### config.mk
export PLATFORM = sky130hd
export DESIGN_NAME = console_tx
export DESIGN_NICKNAME = d
export VERILOG_FILES = /design/src/rtl/console_tx.sv
export SDC_FILE = /design/constraint.sdc
export NUM_CORES = 1
export LEC_CHECK = 0
export CAP_MARGIN = 20
export CORE_MARGIN = 3
export CORE_UTILIZATION = 50
export DETAILED_ROUTE_END_ITERATION = 10
export GPL_ROUTABILITY_DRIVEN = 1
export GPL_TIMING_DRIVEN = 0
export HOLD_SLACK_MARGIN = 0.1
export PLACE_DENSITY = 0.79
export REMOVE_ABC_BUFFERS = 1
export SKIP_CTS_REPAIR_TIMING = 1
export SKIP_LAST_GASP = 1
export SLEW_MARGIN = 20
export SYNTH_ARGS = -nofsm -noshare
export SYNTH_HDL_FRONTEND = slang
export SYNTH_SLANG_ARGS = --single-unit
### constraint.sdc
create_clock -name clk -period 4.25 [get_ports clk]
set_input_delay 0.85 -clock clk [delete_from_list [all_inputs] [get_ports clk]]
set_output_delay 0.85 -clock clk [all_outputs]
set_load 0.01 [all_outputs]
### src/rtl/console_tx.sv
// Console character output: 16-bit bus writes feed a small FIFO drained onto a UART line (8N1, LSB first).
// Optional even-parity bit between data and stop when CONSOLE_TX_PARITY_EN is defined (8E1).
module console_tx #(
    parameter int CLKS_PER_BIT = 16,
    parameter int FIFO_AW      = 2
) (
    input  logic        clk,
    input  logic        rst,
    input  logic        in_en,
    input  logic [15:0] in,
    input  logic        out_en,
    output logic [15:0] out,
    output logic        tx,
    output logic        done
);
    localparam int DEPTH = 1 << FIFO_AW;

    typedef enum logic [2:0] {
        ST_IDLE,
        ST_START,
        ST_DATA,
`ifdef CONSOLE_TX_PARITY_EN
        ST_PARITY,
`endif
        ST_STOP
    } state_t;

    logic [7:0]         r_mem [DEPTH];
    logic [FIFO_AW-1:0] r_wptr;
    logic [FIFO_AW-1:0] r_rptr;
    logic [FIFO_AW:0]   r_count;
    logic               r_overflow;
    state_t             r_state;
    logic [2:0]         r_bit;
    logic [15:0]        r_baud;
    logic [7:0]         r_shift;
`ifdef CONSOLE_TX_PARITY_EN
    logic               r_par;
`endif

    logic w_full, w_empty, w_busy, w_push, w_pop, w_baud_end, w_unused;

    assign w_full     = (r_count == (FIFO_AW+1)'(DEPTH));
    assign w_empty    = (r_count == '0);
    assign w_busy     = (r_state != ST_IDLE);
    assign w_push     = in_en && !w_full;
    assign w_pop      = (r_state == ST_IDLE) && !w_empty;
    assign w_baud_end = (r_baud == 16'(CLKS_PER_BIT - 1));
    assign w_unused   = ^in[15:8];

    // Storage needs no reset: reset clears the pointers and count, which is enough.
    always_ff @(posedge clk) begin
        if (w_push) r_mem[r_wptr] <= in[7:0];
    end

    always_ff @(posedge clk) begin
        if (rst) begin
            r_wptr     <= '0;
            r_rptr     <= '0;
            r_count    <= '0;
            r_overflow <= 1'b0;
            out        <= '0;
        end else begin
            if (w_push) r_wptr <= r_wptr + 1'b1;
            if (w_pop)  r_rptr <= r_rptr + 1'b1;
            r_count <= r_count + (FIFO_AW+1)'(w_push) - (FIFO_AW+1)'(w_pop);
            if (in_en && w_full) r_overflow <= 1'b1;
            if (out_en) out <= {12'b0, r_overflow, w_busy, w_empty, w_full};
        end
    end

    // Line FSM: tx is loaded on the same edge that enters each bit state.
    always_ff @(posedge clk) begin
        if (rst) begin
            r_state <= ST_IDLE;
            r_bit   <= '0;
            r_baud  <= '0;
            r_shift <= '0;
            tx      <= 1'b1;
            done    <= 1'b0;
`ifdef CONSOLE_TX_PARITY_EN
            r_par   <= 1'b0;
`endif
        end else begin
            done <= 1'b0;
            case (r_state)
                ST_IDLE: begin
                    tx <= 1'b1;
                    if (w_pop) begin
                        r_shift <= r_mem[r_rptr];
`ifdef CONSOLE_TX_PARITY_EN
                        r_par   <= ^r_mem[r_rptr];
`endif
                        r_baud  <= '0;
                        r_state <= ST_START;
                        tx      <= 1'b0;
                    end
                end
                ST_START: begin
                    if (w_baud_end) begin
                        r_baud  <= '0;
                        r_bit   <= '0;
                        r_state <= ST_DATA;
                        tx      <= r_shift[0];
                    end else begin
                        r_baud <= r_baud + 1'b1;
                    end
                end
                ST_DATA: begin
                    if (w_baud_end) begin
                        r_baud  <= '0;
                        r_shift <= r_shift >> 1;
                        if (r_bit == 3'd7) begin
`ifdef CONSOLE_TX_PARITY_EN
                            r_state <= ST_PARITY;
                            tx      <= r_par;
`else
                            r_state <= ST_STOP;
                            tx      <= 1'b1;
`endif
                        end else begin
                            r_bit <= r_bit + 1'b1;
                            tx    <= r_shift[1];
                        end
                    end else begin
                        r_baud <= r_baud + 1'b1;
                    end
                end
`ifdef CONSOLE_TX_PARITY_EN
                ST_PARITY: begin
                    if (w_baud_end) begin
                        r_baud  <= '0;
                        r_state <= ST_STOP;
                        tx      <= 1'b1;
                    end else begin
                        r_baud <= r_baud + 1'b1;
                    end
                end
`endif
                ST_STOP: begin
                    if (w_baud_end) begin
                        r_baud  <= '0;
                        r_state <= ST_IDLE;
                        done    <= 1'b1;
                        tx      <= 1'b1;
                    end else begin
                        r_baud <= r_baud + 1'b1;
                    end
                end
                default: begin
                    r_state <= ST_IDLE;
                    tx      <= 1'b1;
                end
            endcase
        end
    end
endmodule

==> results.md, run 1 <==
- Outcome: finished clean
- Synth area leader: sky130_fd_sc_hd__edfxtp_1
- Total power density per cell area: 538 nW/um2
- Starting Density: 0.527
- Instance count after placement with tap cells included: 418
- Worst path buffer plus inverter count: 3
- Unrepaired setup endpoints after global routing: false
- Setup slack on the worst flop-to-flop path: 1690 ps
- Average instance area after synthesis: 11.3 um2
- Area fraction of the dominant cell type after synthesis: 0.263
- Net total in the final layout: 369
- Die footprint: 8380 um2
- CP peak stage delay: 580 ps
- Global-route congestion overflow total: 0
- Cells after Synth: 323
- Die height: 91.5 um
- Total negative setup slack: 0 ps
- Count of synthesis-stage warnings from yosys: 0
- Share of synthesized area occupied by flip-flops and latches: 0.509
- Worst EP arrival: 2780 ps
- Crit-path leading delay family: adder cells
- Area grow syn2layout: 8.99%
- Multi-input combinational cell area: 1600 um2
- Routed met2 length: 3100 um
- Clock edge transition at the registers on the reported setup and hold paths: 80 ps
- Max-slew violation total from the final report: 0
- Pin slew with the least headroom to its limit: 911 ps
- Std-Cell Core Area: 6940 um2
- RePlAce Congestion: 0.835
- Count of final hold-check violations: 0
- Worst setup path category: input port to register
- Startpoint type of the worst setup path: input port
- Count of clock tree sinks: 77
- Diodes inserted: 0
- Setup violations, final: 0
- Number of H-tree levels: 3
- Commonest cells after routing, fill and taps aside: sky130_fd_sc_hd__dfxtp_1, sky130_fd_sc_hd__edfxtp_1, sky130_fd_sc_hd__a21oi_1, sky130_fd_sc_hd__nor2_1
- Post-DR wirelength/cell: 14.6 um
- Via total after detailed routing: 2431
- Highest signal layer in the routed design: met4
- Drt drc: 0
- CTS buffer count: 9
- Reg2Reg Launch Point: r_state[1]$_SDFFE_PP0P_
- Highest clock frequency the design can meet: 389 MHz
- Synthesis-stage register bit count: 77
- Standby leakage power: 1.41 nW
- First-pass GRT wire length: 11000 um
- Pin count of the biggest net entering global routing: 40
- Number of non-filler instances in the completed layout: 434
- Post-DP HPWL: 4300 um
- Number of synthesized flops with an enable pin: 32
- First-pass iteration count of the detailed router: 4
- Die outline width: 91.5 um
- Slew margin rel.: 0.384
- Worst-path cell chain: clkdlybuf4s50_1 -> and2_1 -> inv_1 -> ha_1 -> inv_1 -> ha_1 -> fa_1 -> xnor2_1 -> nor2_1
- Routed WL: 6350 um
- Critical path fanouts, max: 6
- Number of distinct library cells after synthesis: 54
- Setup Skew: 10.5 ps
- Number of cells on the worst hold path: 2
- Worst Setup End Kind: register
- Clk Tree Root Cell: sky130_fd_sc_hd__clkbuf_8
- R2r worst-path depth: 6
- Data required time of the worst path: 4460 ps
- Met3 wire len: 191 um
- Clk_lat worst skew: 350 ps
- Crit share post-route: 0.606
- Antenna viol nets, final: 0
- Slowest CP cell: sky130_fd_sc_hd__clkdlybuf4s50_1
- Number of global-route vias before repair: 2367
- Average via count per standard cell: 5.60
- Post-layout minimum cycle time: 2570 ps
- Met1 wire length: 3000 um
- Seq. cell area: 1860 um2
- Flip-flop cell with the highest count after synthesis: sky130_fd_sc_hd__dfxtp_1
- Starting DRT DRC Count: 156
- Class of the most critical hold timing path: register to register
- Total global-route track usage: 0.163
- Fraction of layout instances using a drive strength above 1: 0.0976
- Number of top-level design ports: 38
- Number of filler cells placed in the layout: 562
- Worst-case hold path end point: out[0]$_SDFFE_PP0P_
- Hold path startpoint: out[0]$_SDFFE_PP0P_
- Worst-case vdd ir drop: 0.269 mV
- Number of antenna violations at the first check in global routing: 0
- Synthesized cell area: 3660 um2
- Number of rows in the core area: 30
- # port buffers: 17
- Worst-case clock buffer depth: 2
- Share of async-settable or async-resettable flops after synthesis: 0
- Biggest area contributors in the synthesized netlist: sky130_fd_sc_hd__edfxtp_1, sky130_fd_sc_hd__dfxtp_1, sky130_fd_sc_hd__ha_1
- Max_cap viols: 0
- Most common cell after layout, fill and taps aside: sky130_fd_sc_hd__dfxtp_1
- CTS tree: done
- R2r endpoint: r_shift[5]$_SDFFE_PP0P_
- Critical Path Start: in_en
==> logic make-up after synthesis <==
kind of cell,synth area share
AOI/OAI and AO/OA,0.0838
DFF,0.509
buffers and inverters,0.0691
muxes,0.0766
other,0.00103
xor gates and xnor gates,0.0263
adders and majority gates,0.0568
and+or+nand+nor,0.177
==> registers in the layout (all words and copies together) (netlist names), named ones only <==
signal	flops
r_bit	3
r_mem	32
r_state	2
r_overflow	1
r_shift	8
r_wptr	2
r_baud	16
r_count	3
r_rptr	2
out	4
tx	1
done	1
==> worst register-to-register path: cells and delay by family (launching register included) <==
family | cells | cell delay (ps)
buffers and inverters | 1 | 120
adder cells (fa/ha/maj) | 1 | 360
AO/OA/AOI/OAI | 2 | 590
flip-flops | 1 | 360
AND/OR/NAND/NOR | 2 | 980
==> Yosys cell counts (all sizes together) (9+ instances only) <==
cell,instances
a21oi,19
nand2,17
ha,15
nand4,11
clkbuf,9
nand3,10
or3,9
o21ai,13
dfxtp,45
buf,19
inv,10
nor2,17
edfxtp,32
xnor2,9
mux2i,10
==> metrics by stage <==
step                total power (W)  cell area (um2)   util  setup WS (ps)  hold WS (ps)
finish                      0.00214             3990  0.574           1680           476
detailed placement          0.00161             3780  0.545           1310           462
global route                0.00229             3990  0.574           1450           501
floorplan                   0.00142             3480      -           2050           437
global placement            0.00158             3770  0.544           1230           457
CTS                         0.00216             3980  0.573           1680           480
==> area by class of cell <==
cell class,count,area share
repair buffers,18,0.0433
multi-input cells,217,0.401
flip-flops and latches,77,0.467
clock inverters,7,0.0182
well taps,96,0.0301
inverters,10,0.00941
clock buffers,9,0.0311
==> power by group <==
group	internal [W]	switching, W
Sequential	0.000870	0.0000846
Clock	0.000273	0.000272
Combinational	0.000285	0.000361
==> metal layers <==
| metal | GRT usage | vias up |
|---|---|---|
| met5 | 0 | - |
| met4 | 0.0603 | 0 |
| met3 | 0.0398 | 6 |
| met2 | 0.259 | 51 |
| met1 | 0.215 | 1174 |
| li1 | - | 1200 |
==> how the worst max path moves through the flow <==
stage                                         end  cells after the start
final                       r_count[2]$_SDFF_PP0_                      9
after global routing      r_shift[7]$_SDFFE_PP0P_                      6
after CTS                   r_count[2]$_SDFF_PP0_                      9
after detailed placement    r_count[2]$_SDFF_PP0_                      9
after global placement     r_baud[7]$_SDFFE_PP0P_                      6
after floorplan             r_count[1]$_SDFF_PP0_                      8
Power figures use the tool's default switching activity.
==> inputs of run 2 (changes only) <==
==> constraint.sdc (replaced) <==
create_clock -name clk -period 2.5 [get_ports clk]
set_input_delay 0.5 -clock clk [delete_from_list [all_inputs] [get_ports clk]]
set_output_delay 0.5 -clock clk [all_outputs]
set_load 0.01 [all_outputs]
==> run 2 against run 1 <==
- non-clock buffer count unchanged
- hold slack improved by 2.0 ps
- routed wire length grew 0.80%
- die area unchanged
- design area rose by 0.41%
- clock power is 70% higher
- cell count stayed put
- via count fell by 0.58%
- worst setup slack got worse by 1500 ps
- register-to-register slack got worse by 1500 ps
- largest cell class unchanged
==> results.md, run 2 (synthesis results as in run 1) <==
- Outcome: finished clean
- Drt drc: 0
- Diodes inserted: 0
- Starting Density: 0.527
- Worst EP arrival: 2560 ps
- Fraction of the core area covered by cells at the end of the flow: 0.577
- Number of global-route vias before repair: 2367
- Setup slack on the worst flop-to-flop path: 140 ps
- Unrepaired setup endpoints after global routing: true
- Most flop-heavy register: r_mem
- Average via count per standard cell: 5.57
- Slew margin rel.: 0.475
- Post-layout minimum cycle time: 2360 ps
- Count of clock tree sinks: 77
- R2r worst-path depth: 8
- Most common cell after layout, fill and taps aside: sky130_fd_sc_hd__dfxtp_1
- End of the critical path: r_count[1]$_SDFF_PP0_
- Number of rows in the core area: 30
- Highest clock frequency the design can meet: 424 MHz
- Clock edge transition at the registers on the reported setup and hold paths: 80 ps
- Global-route congestion overflow total: 0
- Pin count of the biggest net entering global routing: 40
- Area grow syn2layout: 9.44%
- Hold path startpoint: r_shift[5]$_SDFFE_PP0P_
- Post-DR wirelength/cell: 14.8 um
- Net total in the final layout: 369
- Antenna viol nets, final: 0
- Number of antenna violations at the first check in global routing: 0
- Number of H-tree levels: 3
- CTS tree: done
- RePlAce Congestion: 0.835
- Commonest cells after routing, fill and taps aside: sky130_fd_sc_hd__dfxtp_1, sky130_fd_sc_hd__edfxtp_1, sky130_fd_sc_hd__a21oi_1, sky130_fd_sc_hd__nor2_1
- Worst-case vdd ir drop: 0.460 mV
- Fraction of layout instances using a drive strength above 1: 0.109
- # port buffers: 17
- Standby leakage power: 1.41 nW
- Count of final hold-check violations: 0
- Reg2Reg Launch Point: r_count[2]$_SDFF_PP0_
- Critical path fanouts, max: 8
- Setup violations, final: 0
- Startpoint type of the worst setup path: register
- Clk_lat worst skew: 350 ps
- Worst setup path category: register to register
- Worst-case clock buffer depth: 2
- Post-DP HPWL: 4300 um
- Max_cap viols: 0
- Clk Tree Root Cell: sky130_fd_sc_hd__clkbuf_8
- Routed WL: 6400 um
- Die height: 91.5 um
- Die outline width: 91.5 um
- Total global-route track usage: 0.163
- Data required time of the worst path: 2710 ps
- Critical Path Start: r_count[2]$_SDFF_PP0_
- Pin slew with the least headroom to its limit: 780 ps
- Class of the most critical hold timing path: register to register
- Placed cell areas: 3780 um2
- First-pass iteration count of the detailed router: 4
- CTS buffer count: 9
- Post-route cell area: 4000 um2
- Std-Cell Core Area: 6940 um2
- Registers with the most flip-flops: r_mem (32), r_baud (16), r_shift (8)
- Crit share post-route: 0.942
- Number of top-level design ports: 38
- Setup Skew: 11.0 ps
- Total power density per cell area: 916 nW/um2
- R2r endpoint: r_count[1]$_SDFF_PP0_
- Starting DRT DRC Count: 132
- Max-slew violation total from the final report: 0
- Via total after detailed routing: 2417
- First-pass GRT wire length: 11000 um
- Worst Setup End Kind: register
- Die footprint: 8380 um2
- Max FFs per register: 32
-- run 2: cell types whose count changed in the layout (fill, tap and decap cells not counted) --
cell	delta
sky130_fd_sc_hd__a41oi_1	-1
sky130_fd_sc_hd__or4b_4	+1
sky130_fd_sc_hd__dfxtp_2	+1
sky130_fd_sc_hd__o21ai_1	-1
sky130_fd_sc_hd__dfxtp_1	-1
sky130_fd_sc_hd__a41oi_2	+1
sky130_fd_sc_hd__o21ai_2	+1
sky130_fd_sc_hd__or4b_1	-1
-- run 2: layer usage --
| metal | wire length (um) | vias up | share of wire | global-route usage |
|---|---|---|---|---|
| met5 | 0 | - | 0 | 0 |
| met4 | 87 | 0 | 0.014 | 0.0603 |
| met3 | 180 | 9 | 0.028 | 0.0398 |
| met2 | 3130 | 44 | 0.49 | 0.259 |
| met1 | 3000 | 1170 | 0.47 | 0.215 |
| li1 | - | 1194 | - | - |
-- run 2: area by class of cell --
cell class	count	area, um2
Sequential cell	77	1860
Tap cell	96	120
Inverter	10	37.5
Fill cell	562	2940
Multi-Input combinational cell	217	1610
Timing Repair Buffer	18	173
Clock inverter	7	72.6
Clock buffer	9	124
-- run 2: worst min-delay path by stage --
stage / slack [ps] / cells past startpoint / end
2_1_floorplan: 440 / 2 / r_overflow$_SDFFE_PP0P_
3_3_place_gp: 460 / 2 / r_shift[3]$_SDFFE_PP0P_
3_5_place_dp: 460 / 2 / r_overflow$_SDFFE_PP0P_
4_1_cts: 480 / 2 / out[0]$_SDFFE_PP0P_
5_1_grt: 500 / 2 / out[0]$_SDFFE_PP0P_
6_report: 480 / 2 / r_shift[5]$_SDFFE_PP0P_
-- run 2: worst max-delay path: stages, from the launching register on --
cell and delay (ps):
sky130_fd_sc_hd__dfxtp_2 420, sky130_fd_sc_hd__or3b_2 520, sky130_fd_sc_hd__and2_1 210, sky130_fd_sc_hd__inv_1 100, sky130_fd_sc_hd__ha_1 230, sky130_fd_sc_hd__inv_1 60
sky130_fd_sc_hd__ha_1 150, sky130_fd_sc_hd__fa_1 410, sky130_fd_sc_hd__nor2b_1 130
-- run 2: per-stage QoR --
stage	hold WS [ps]	power, W	TNS [ps]	instances	setup slack, ps
6_report	478	0.00367	0	434	144
5_1_grt	501	0.00392	-200	434	-36.0
4_1_cts	480	0.00366	-208	434	-41.6
3_5_place_dp	462	0.00274	-263	418	-88.7
3_3_place_gp	457	0.00268	-6240	417	-521
2_1_floorplan	437	0.00242	0	304	296
-- run 2: power breakdown --
| part | leakage, nW | internal, W | switching [W] |
|---|---|---|---|
| clock network | 0.0938 | 0.000464 | 0.000460 |
| logic | 0.655 | 0.000499 | 0.000618 |
| registers | 0.660 | 0.00148 | 0.000145 |
| total | 1.41 | 0.00244 | 0.00122 |
==> inputs of run 3 (changes only) <==
--- a/config.mk
+++ b/config.mk
@@ -7,12 +7,12 @@
 export LEC_CHECK = 0
 export CAP_MARGIN = 20
 export CORE_MARGIN = 3
-export CORE_UTILIZATION = 50
+export CORE_UTILIZATION = 55
 export DETAILED_ROUTE_END_ITERATION = 10
 export GPL_ROUTABILITY_DRIVEN = 1
 export GPL_TIMING_DRIVEN = 0
 export HOLD_SLACK_MARGIN = 0.1
-export PLACE_DENSITY = 0.79
+export PLACE_DENSITY = 0.85
 export REMOVE_ABC_BUFFERS = 1
 export SKIP_CTS_REPAIR_TIMING = 1
 export SKIP_LAST_GASP = 1
==> run 3 against run 2 <==
- worst setup slack lost 75 ps
- fmax is 3.1% lower
- routed wire length is 5.8% higher
- clock power rose by 17%
- hold slack is essentially flat
- cell count shrank 4.4%
- first-iteration DRC count increased by 54%
- count of clock-buffer cells in the layout unchanged
- die area decreased by 8.5%
- sequential cell count unchanged
==> results.md, run 3 (synthesis results as in run 1) <==
- Die height: 87.6 um
- Sequential fraction of design power: 0.427
- Routed WL: 6780 um
- First-pass iteration count of the detailed router: 4
- Unrepaired setup endpoints after global routing: true
- Max FFs per register: 32
- Worst-path cell chain: inv_1 -> ha_1 -> or4b_1 -> o21ai_2 -> o21ai_0 -> a21oi_1
- Total global-route track usage: 0.186
- Placed cell areas: 3760 um2
- Diodes inserted: 0
- Highest clock frequency the design can meet: 411 MHz
- First-pass GRT wire length: 11000 um
- Post-DP HPWL: 4450 um
- Standby leakage power: 1.43 nW
- Number of antenna violations at the first check in global routing: 0
- Starting Density: 0.573
- Net Switching: 0.00127 W
- Number of filler cells placed in the layout: 487
- Starting DRT DRC Count: 203
- Worst-case clock buffer depth: 2
- Global-route congestion overflow total: 0
- Class of the most critical hold timing path: register to register
- Worst Setup End Kind: register
- Critical path fanouts, max: 15
- R2r endpoint: r_shift[7]$_SDFFE_PP0P_
- Total power density per cell area: 954 nW/um2
- Setup slack on the worst flop-to-flop path: 70 ps
- Setup violations, final: 0
- Worst setup path category: register to register
- Startpoint type of the worst setup path: register
- Switching share of power: 0.333
- Count of clock tree sinks: 77
- CTS buffer count: 9
- Share of power burned in the clock network: 0.282
- Reg2Reg Launch Point: r_state[0]$_SDFFE_PP0P_
- Pin count of the biggest net entering global routing: 40
- Total design power: 0.00382 W
- Number of non-filler instances in the completed layout: 415
- Max_cap viols: 0
- Die outline width: 87.6 um
- Pin slew with the least headroom to its limit: 779 ps
- # port buffers: 17
- Setup Skew: 9.82 ps
- Number of rows in the core area: 29
- Crit-path leading delay family: simple AND/OR/NAND/NOR gates
- Number of H-tree levels: 3
- Crit share post-route: 0.973
- Std-Cell Core Area: 6390 um2
- Max-slew violation total from the final report: 0
- Clock edge transition at the registers on the reported setup and hold paths: 90 ps
- Outcome: finished clean
- CP peak stage delay: 770 ps
- Count of final hold-check violations: 0
- Clk_lat worst skew: 350 ps
- Post-DR wirelength/cell: 16.3 um
- Antenna viol nets, final: 0
- Post-layout minimum cycle time: 2430 ps
- Most common cell after layout, fill and taps aside: sky130_fd_sc_hd__dfxtp_1
- Slowest CP cell: sky130_fd_sc_hd__or4b_1
- Worst-case vdd ir drop: 0.775 mV
- Registers with the most flip-flops: r_mem (32), r_baud (16), r_shift (8)
- Post-route cell area: 4010 um2
- Instance count after placement with tap cells included: 399
- Net total in the final layout: 369
- Slew margin rel.: 0.476
- Commonest cells after routing, fill and taps aside: sky130_fd_sc_hd__dfxtp_1, sky130_fd_sc_hd__edfxtp_1, sky130_fd_sc_hd__a21oi_1, sky130_fd_sc_hd__nor2_1
- R2r worst-path depth: 6
- Worst-case hold slack: 478 ps
- Data required time of the worst path: 2770 ps
- Fraction of layout instances using a drive strength above 1: 0.109
- Most flop-heavy register: r_mem
- Combinational Power Share: 0.292
- Number of global-route vias before repair: 2334
- Die footprint: 7670 um2
- Worst-case hold path end point: out[0]$_SDFFE_PP0P_
- Clk Tree Root Cell: sky130_fd_sc_hd__clkbuf_8
- CTS tree: done
- Average via count per standard cell: 6.01
- Worst path buffer plus inverter count: 1
- Fraction of the core area covered by cells at the end of the flow: 0.628
- Drt drc: 0
- Area grow syn2layout: 9.58%
- Hold path startpoint: out[0]$_SDFFE_PP0P_
- Int Power: 0.00255 W
- Number of cells on the worst hold path: 2
- Via total after detailed routing: 2495
- Worst EP arrival: 2700 ps
- RePlAce Congestion: 0.810
- Number of top-level design ports: 38
==> run 3: routing by layer <==
metal  part of all wire  vias up  track usage  routed length, um
met4              0.016        0       0.0683                110
met1               0.44     1214        0.243               3010
met2               0.50       71        0.304               3370
met3              0.042       13       0.0414                285
li1                   -     1197            -                  -
met5                  0        -            0                  0
==> run 3: final cells by class <==
type | instances | area [um2] | area share
clock buffer | 9 | 124 | 0.0309
clock inverter | 7 | 105 | 0.0262
inverter | 10 | 37.5 | 0.00936
multi-input combinational | 217 | 1610 | 0.402
sequential | 77 | 1860 | 0.465
tap | 77 | 96.3 | 0.0240
timing repair buffer | 18 | 173 | 0.0431
==> run 3: worst max-delay path by stage <==
stage                                  from                      end  depth (start not counted)
finish              r_state[0]$_SDFFE_PP0P_  r_shift[7]$_SDFFE_PP0P_                          6
detailed placement  r_state[0]$_SDFFE_PP0P_  r_shift[7]$_SDFFE_PP0P_                          6
floorplan             r_count[2]$_SDFF_PP0_    r_count[1]$_SDFF_PP0_                          8
CTS                 r_state[0]$_SDFFE_PP0P_  r_shift[7]$_SDFFE_PP0P_                          6
global route        r_state[0]$_SDFFE_PP0P_  r_shift[7]$_SDFFE_PP0P_                          6
global placement    r_state[0]$_SDFFE_PP0P_   r_baud[7]$_SDFFE_PP0P_                          6
==> run 3: power groups by stage <==
stage | logic [W] | clock network [W] | registers (W)
floorplan | 0.000798 | 0 | 0.00162
global placement | 0.00103 | 0 | 0.00164
detailed placement | 0.00110 | 0 | 0.00166
CTS | 0.00111 | 0.00109 | 0.00163
global route | 0.00125 | 0.00114 | 0.00166
finish | 0.00112 | 0.00108 | 0.00163
==> run 3: worst register-to-register path, delay by kind of cell, from the launching register on <==
kind / cells / cell delay (ps)
buffers and inverters: 1 / 130
AOI/OAI and AO/OA: 3 / 730
adders and majority gates: 1 / 380
and+or+nand+nor: 1 / 770
DFF: 1 / 350
==> run 3: metrics by stage <==
step / setup TNS (ps) / setup WS, ps
floorplan: 0 / 296
finish: 0 / 68.4
detailed placement: -494 / -87.6
CTS: -607 / -195
global route: -662 / -129
global placement: -5750 / -491
